File: src/rtl/regfile_wb_arbiter.sv
// Two-port writeback arbiter: per-port FIFOs drained round-robin into a registered
// register-file write stage. Optional forwarding taps under `ifdef WB_ARB_FWD_EN.
module regfile_wb_arbiter #(
  parameter int XLEN  = 64,
  parameter int AW    = 5,
  parameter int DEPTH = 2
) (
  input  logic            clk,
  input  logic            rst,
  input  logic            flush,
  input  logic            in0_valid,
  input  logic [AW-1:0]   in0_rd,
  input  logic [XLEN-1:0] in0_data,
  output logic            in0_ready,
  input  logic            in1_valid,
  input  logic [AW-1:0]   in1_rd,
  input  logic [XLEN-1:0] in1_data,
  output logic            in1_ready,
  output logic [AW-1:0]   rd,
  output logic [XLEN-1:0] write_data,
  output logic            reg_write,
`ifdef WB_ARB_FWD_EN
  input  logic [AW-1:0]   fwd_rs1,
  input  logic [AW-1:0]   fwd_rs2,
  output logic            fwd_hit1,
  output logic            fwd_hit2,
  output logic [XLEN-1:0] fwd_data1,
  output logic [XLEN-1:0] fwd_data2,
`endif
  output logic            busy
);

  localparam int PW = (DEPTH > 1) ? $clog2(DEPTH) : 1;
  localparam int CW = $clog2(DEPTH + 1);

  logic [CW-1:0]   count [2];
  logic [PW-1:0]   wptr  [2];
  logic [PW-1:0]   rptr  [2];
  logic [AW-1:0]   mem_rd   [2][DEPTH];
  logic [XLEN-1:0] mem_data [2][DEPTH];
  logic [AW-1:0]   in_rd   [2];
  logic [XLEN-1:0] in_data [2];
  logic [1:0]      in_valid;
  logic [1:0]      full, empty, store, pop;
  logic            rr, gnt_any, gnt_sel;

  assign in_valid   = {in1_valid, in0_valid};
  assign in_rd[0]   = in0_rd;
  assign in_rd[1]   = in1_rd;
  assign in_data[0] = in0_data;
  assign in_data[1] = in1_data;

  // Pushes to x0 are handshaken but never stored.
  always_comb begin
    full  = '0;
    empty = '0;
    store = '0;
    for (int i = 0; i < 2; i++) begin
      full[i]  = (count[i] == CW'(DEPTH));
      empty[i] = (count[i] == '0);
      store[i] = in_valid[i] && !full[i] && !flush && (in_rd[i] != '0);
    end
  end

  assign in0_ready = !full[0];
  assign in1_ready = !full[1];

  always_comb begin
    gnt_any = 1'b0;
    gnt_sel = 1'b0;
    if (!flush) begin
      if (!empty[0] && !empty[1]) begin
        gnt_any = 1'b1;
        gnt_sel = rr;
      end else if (!empty[0]) begin
        gnt_any = 1'b1;
        gnt_sel = 1'b0;
      end else if (!empty[1]) begin
        gnt_any = 1'b1;
        gnt_sel = 1'b1;
      end
    end
  end

  assign pop[0] = gnt_any && !gnt_sel;
  assign pop[1] = gnt_any &&  gnt_sel;

  always_ff @(posedge clk or posedge rst) begin
    if (rst) begin
      for (int i = 0; i < 2; i++) begin
        count[i] <= '0;
        wptr[i]  <= '0;
        rptr[i]  <= '0;
      end
    end else if (flush) begin
      for (int i = 0; i < 2; i++) begin
        count[i] <= '0;
        wptr[i]  <= '0;
        rptr[i]  <= '0;
      end
    end else begin
      for (int i = 0; i < 2; i++) begin
        if (store[i]) wptr[i] <= wptr[i] + PW'(1);
        if (pop[i])   rptr[i] <= rptr[i] + PW'(1);
        count[i] <= count[i] + CW'(store[i]) - CW'(pop[i]);
      end
    end
  end

  always_ff @(posedge clk) begin
    for (int i = 0; i < 2; i++) begin
      if (store[i]) begin
        mem_rd[i][wptr[i]]   <= in_rd[i];
        mem_data[i][wptr[i]] <= in_data[i];
      end
    end
  end

  // After any grant the other port becomes preferred.
  always_ff @(posedge clk or posedge rst) begin
    if (rst) begin
      rr         <= 1'b0;
      rd         <= '0;
      write_data <= '0;
      reg_write  <= 1'b0;
    end else begin
      reg_write <= gnt_any;
      if (gnt_any) begin
        rr         <= ~gnt_sel;
        rd         <= mem_rd[gnt_sel][rptr[gnt_sel]];
        write_data <= mem_data[gnt_sel][rptr[gnt_sel]];
      end
    end
  end

  assign busy = !empty[0] || !empty[1] || reg_write;

`ifdef WB_ARB_FWD_EN
  assign fwd_hit1  = reg_write && (rd == fwd_rs1) && (rd != '0);
  assign fwd_hit2  = reg_write && (rd == fwd_rs2) && (rd != '0);
  assign fwd_data1 = write_data;
  assign fwd_data2 = write_data;
`endif

endmodule

File: config.mk
export PLATFORM = sky130hd
export DESIGN_NAME = regfile_wb_arbiter
export DESIGN_NICKNAME = d
export VERILOG_FILES = /design/src/rtl/regfile_wb_arbiter.sv
export SDC_FILE = /design/constraint.sdc
export NUM_CORES = 1
export LEC_CHECK = 0
export ABC_AREA = 1
export CAP_MARGIN = 20
export CORE_MARGIN = 2
export CORE_UTILIZATION = 35
export CTS_CLUSTER_DIAMETER = 120
export DETAILED_ROUTE_END_ITERATION = 6
export HOLD_SLACK_MARGIN = 0.02
export PLACE_DENSITY = 0.64
export SYNTH_ARGS = -nofsm -noshare
export SYNTH_HDL_FRONTEND = slang
export SYNTH_SLANG_ARGS = --single-unit
File: constraint.sdc
create_clock -name clk -period 5.6 [get_ports clk]
set_input_delay 1.12 -clock clk [delete_from_list [all_inputs] [get_ports clk]]
set_output_delay 1.12 -clock clk [all_outputs]
set_load 0.01 [all_outputs]
==> impl_metrics.env <==
export IMPL_crit_path_end_kind="flip-flop"
export IMPL_path_clk_slew_ns=0.05
export IMPL_overflow=0
export IMPL_dr_total_vias=9669
export IMPL_syn_nets=1389
export IMPL_peakVddDrop_uv=287
export IMPL_skew_ns=0.0181
export IMPL_wire_per_inst_um=18.7
export IMPL_syn_instance_count=1242
export IMPL_clock_tree_buffer_depth=3
export IMPL_drive_gt1_share_pct=6.27
export IMPL_fin_cells=2009
export IMPL_slew_viol_final=0
export IMPL_worstRegToRegCells=9
export IMPL_drtAntennaViolNets=0
export IMPL_rsz0062_at_grt="false"
export IMPL_die_x_um=205
export IMPL_port_buffers=215
export IMPL_cts_setup_buffers=0
export IMPL_status="finished, final reports clean"
export IMPL_post_route_min_period_ns=3.51
export IMPL_netlist_area_um2=14200
export IMPL_antenna_found_initial=1
export IMPL_fmax_mhz=285
export IMPL_yosysTopAreaCellShare_pct=58.5
export IMPL_cts_tree="yes"
export IMPL_cts_max_level=2
export IMPL_grt_usage_pct=18.1
export IMPL_crit_type="in2reg"
export IMPL_die_y_um=205
export IMPL_dieArea_um2=42100
export IMPL_grt_pass1_wl_um=57200
export IMPL_start_kind="primary input"
export IMPL_area_growth_pct=28.4
export IMPL_synth_seq_cells=355
export IMPL_cts_resized=0
export IMPL_start_util_pct=35.6
export IMPL_hold_class="reg2reg"
export IMPL_clk_latency_ns=0.55
export IMPL_core_area_um2=39800
export IMPL_mostFrequentLayoutCell="nand2_1"
export IMPL_cap_violations=0
export IMPL_io_pins=216
export IMPL_crit_path_max_fanout=46
export IMPL_fin_nets=1600
export IMPL_dr_pass1_iters=7
export IMPL_drc=0
export IMPL_cp_required_ns=6.02
export IMPL_drtIter0Drc=579
export IMPL_p_leak_nw=7.41
export IMPL_avgViaCountPerCell=4.81
export IMPL_hpwlAfterDp_um=21600
export IMPL_cts_root_buffer="clkbuf_16"
export IMPL_worstPathArrival_ns=3.93
export IMPL_maxSlewHeadroom_pct=32.0
export IMPL_finalSetupViolCount=0
export IMPL_grt_pass1_vias=10100
export IMPL_grt_max_degree=70
export IMPL_cts_buffers=40
export IMPL_p_per_area_nw_per_um2=500
export IMPL_final_setup_tns_ns=0
export IMPL_insertedDiodeCount=0
export IMPL_tightest_slew_ns=1.02
export IMPL_totalWireLength_um=37500
export IMPL_synth_area_leaders="edfxtp_1 58%, dfrtp_1 14%, nand2_1 13%"
export IMPL_place_inst=1936
export IMPL_ys_seq_area_share_pct=72.4
export IMPL_period_share_pct=62.7
export IMPL_num_rows=73
export IMPL_synth_avg_cell_area_um2=11.4
export IMPL_synth_largest_area_cell="edfxtp_1"
export IMPL_synth_warnings=0
export IMPL_layout_common_cells="490 x nand2_1, 276 x edfxtp_1, 215 x clkdlybuf4s50_1"
export IMPL_cts_hold_buf=0
export IMPL_gp_congestion=0.776
export IMPL_hold_viol_final=0
export IMPL_yosys_cell_types_count=24
export IMPL_cts_sinks=355
export IMPL_min_delay_path_depth=2
## per-layer routing
| layer | GRT usage (%) | routed length (um) | up-vias |
|---|---|---|---|
| met3 | 4.50 | 2890 | 65 |
| met4 | 5.65 | 744 | 2 |
| met5 | 0 | 11 | - |
| met1 | 24.2 | 16400 | 4667 |
| met2 | 29.2 | 17500 | 374 |
| li1 | - | - | 4561 |
## worst max-delay path, stage by stage
cell and delay, ns:
clkdlybuf4s50_1 0.68, nor2_4 0.09, nand2_4 0.39, clkinv_2 0.64, buf_4 0.54, nand2_1 0.13, nand3_1 0.08, nand3_1 0.10
nand2_1 0.07
## stage by stage
| step | instance area (um^2) | utilization [%] | setup WS [ns] | hold slack (ns) | power (mW) |
|---|---|---|---|---|---|
| after floorplan | 14200 | - | 0.591 | 0.459 | 5.28 |
| after global placement | 16900 | 42.5 | 1.53 | 0.465 | 6.56 |
| after detailed placement | 16900 | 42.5 | 1.51 | 0.467 | 6.63 |
| after CTS | 18200 | 45.7 | 2.11 | 0.483 | 9.21 |
| after global routing | 18200 | 45.7 | 1.85 | 0.500 | 9.65 |
| final | 18200 | 45.7 | 2.09 | 0.479 | 9.11 |
## kinds of logic after synthesis
group / share of synthesized area, %
AO/OA/AOI/OAI: 0.318
buffers and inverters: 4.28
XOR/XNOR: 0.247
flip-flops: 72.4
adder cells (fa/ha/maj): 0.353
AND/OR/NAND/NOR: 22.4
## layout make-up
type	count	area, um^2
fill	3647	21600
sequential	355	10300
multi-input combinational	736	3350
timing repair buffer	234	2310
clock buffer	58	1150
tap	525	657
inverter	86	329
clock inverter	15	136
## final timing paths
check	start	end	slack (ns)
max in group asynchronous	rst	write_data[38]$_DFFE_PP0N_	3.50
worst min register to register	write_data[38]$_DFFE_PP0N_	write_data[38]$_DFFE_PP0N_	0.48
worst min-delay path	write_data[38]$_DFFE_PP0N_	write_data[38]$_DFFE_PP0N_	0.48
worst max register to register	count[3]$_DFF_PP0_	write_data[39]$_DFFE_PP0N_	2.36
worst max-delay path	flush	write_data[39]$_DFFE_PP0N_	2.09
min in group asynchronous	rst	write_data[22]$_DFFE_PP0N_	1.02
## flip-flops by register name, summed over array words and instances (netlist names)
name        flops
wptr            2
rr              1
rd              5
write_data     64
reg_write       1
mem_rd         20
mem_data      256
rptr            2
count           4
## report_power, final
group,internal [mW],total [mW],switching [mW]
Clock,1.52,2.55,1.03
Combinational,1.11,2.98,1.87
Sequential,3.33,3.57,0.246
## cell usage after synthesis, drive strengths merged
master  instances
a21oi           1
buf            26
clkbuf         39
dfrtp          79
edfxtp        276
ha              4
inv            86
nand2         492
nand3         143
nand3b         70
nand4           2
nor2           13
nor3            2
o21ai           5
xnor2           2
xor2            2
No activity file was read; power rests on OpenSTA's default activity.
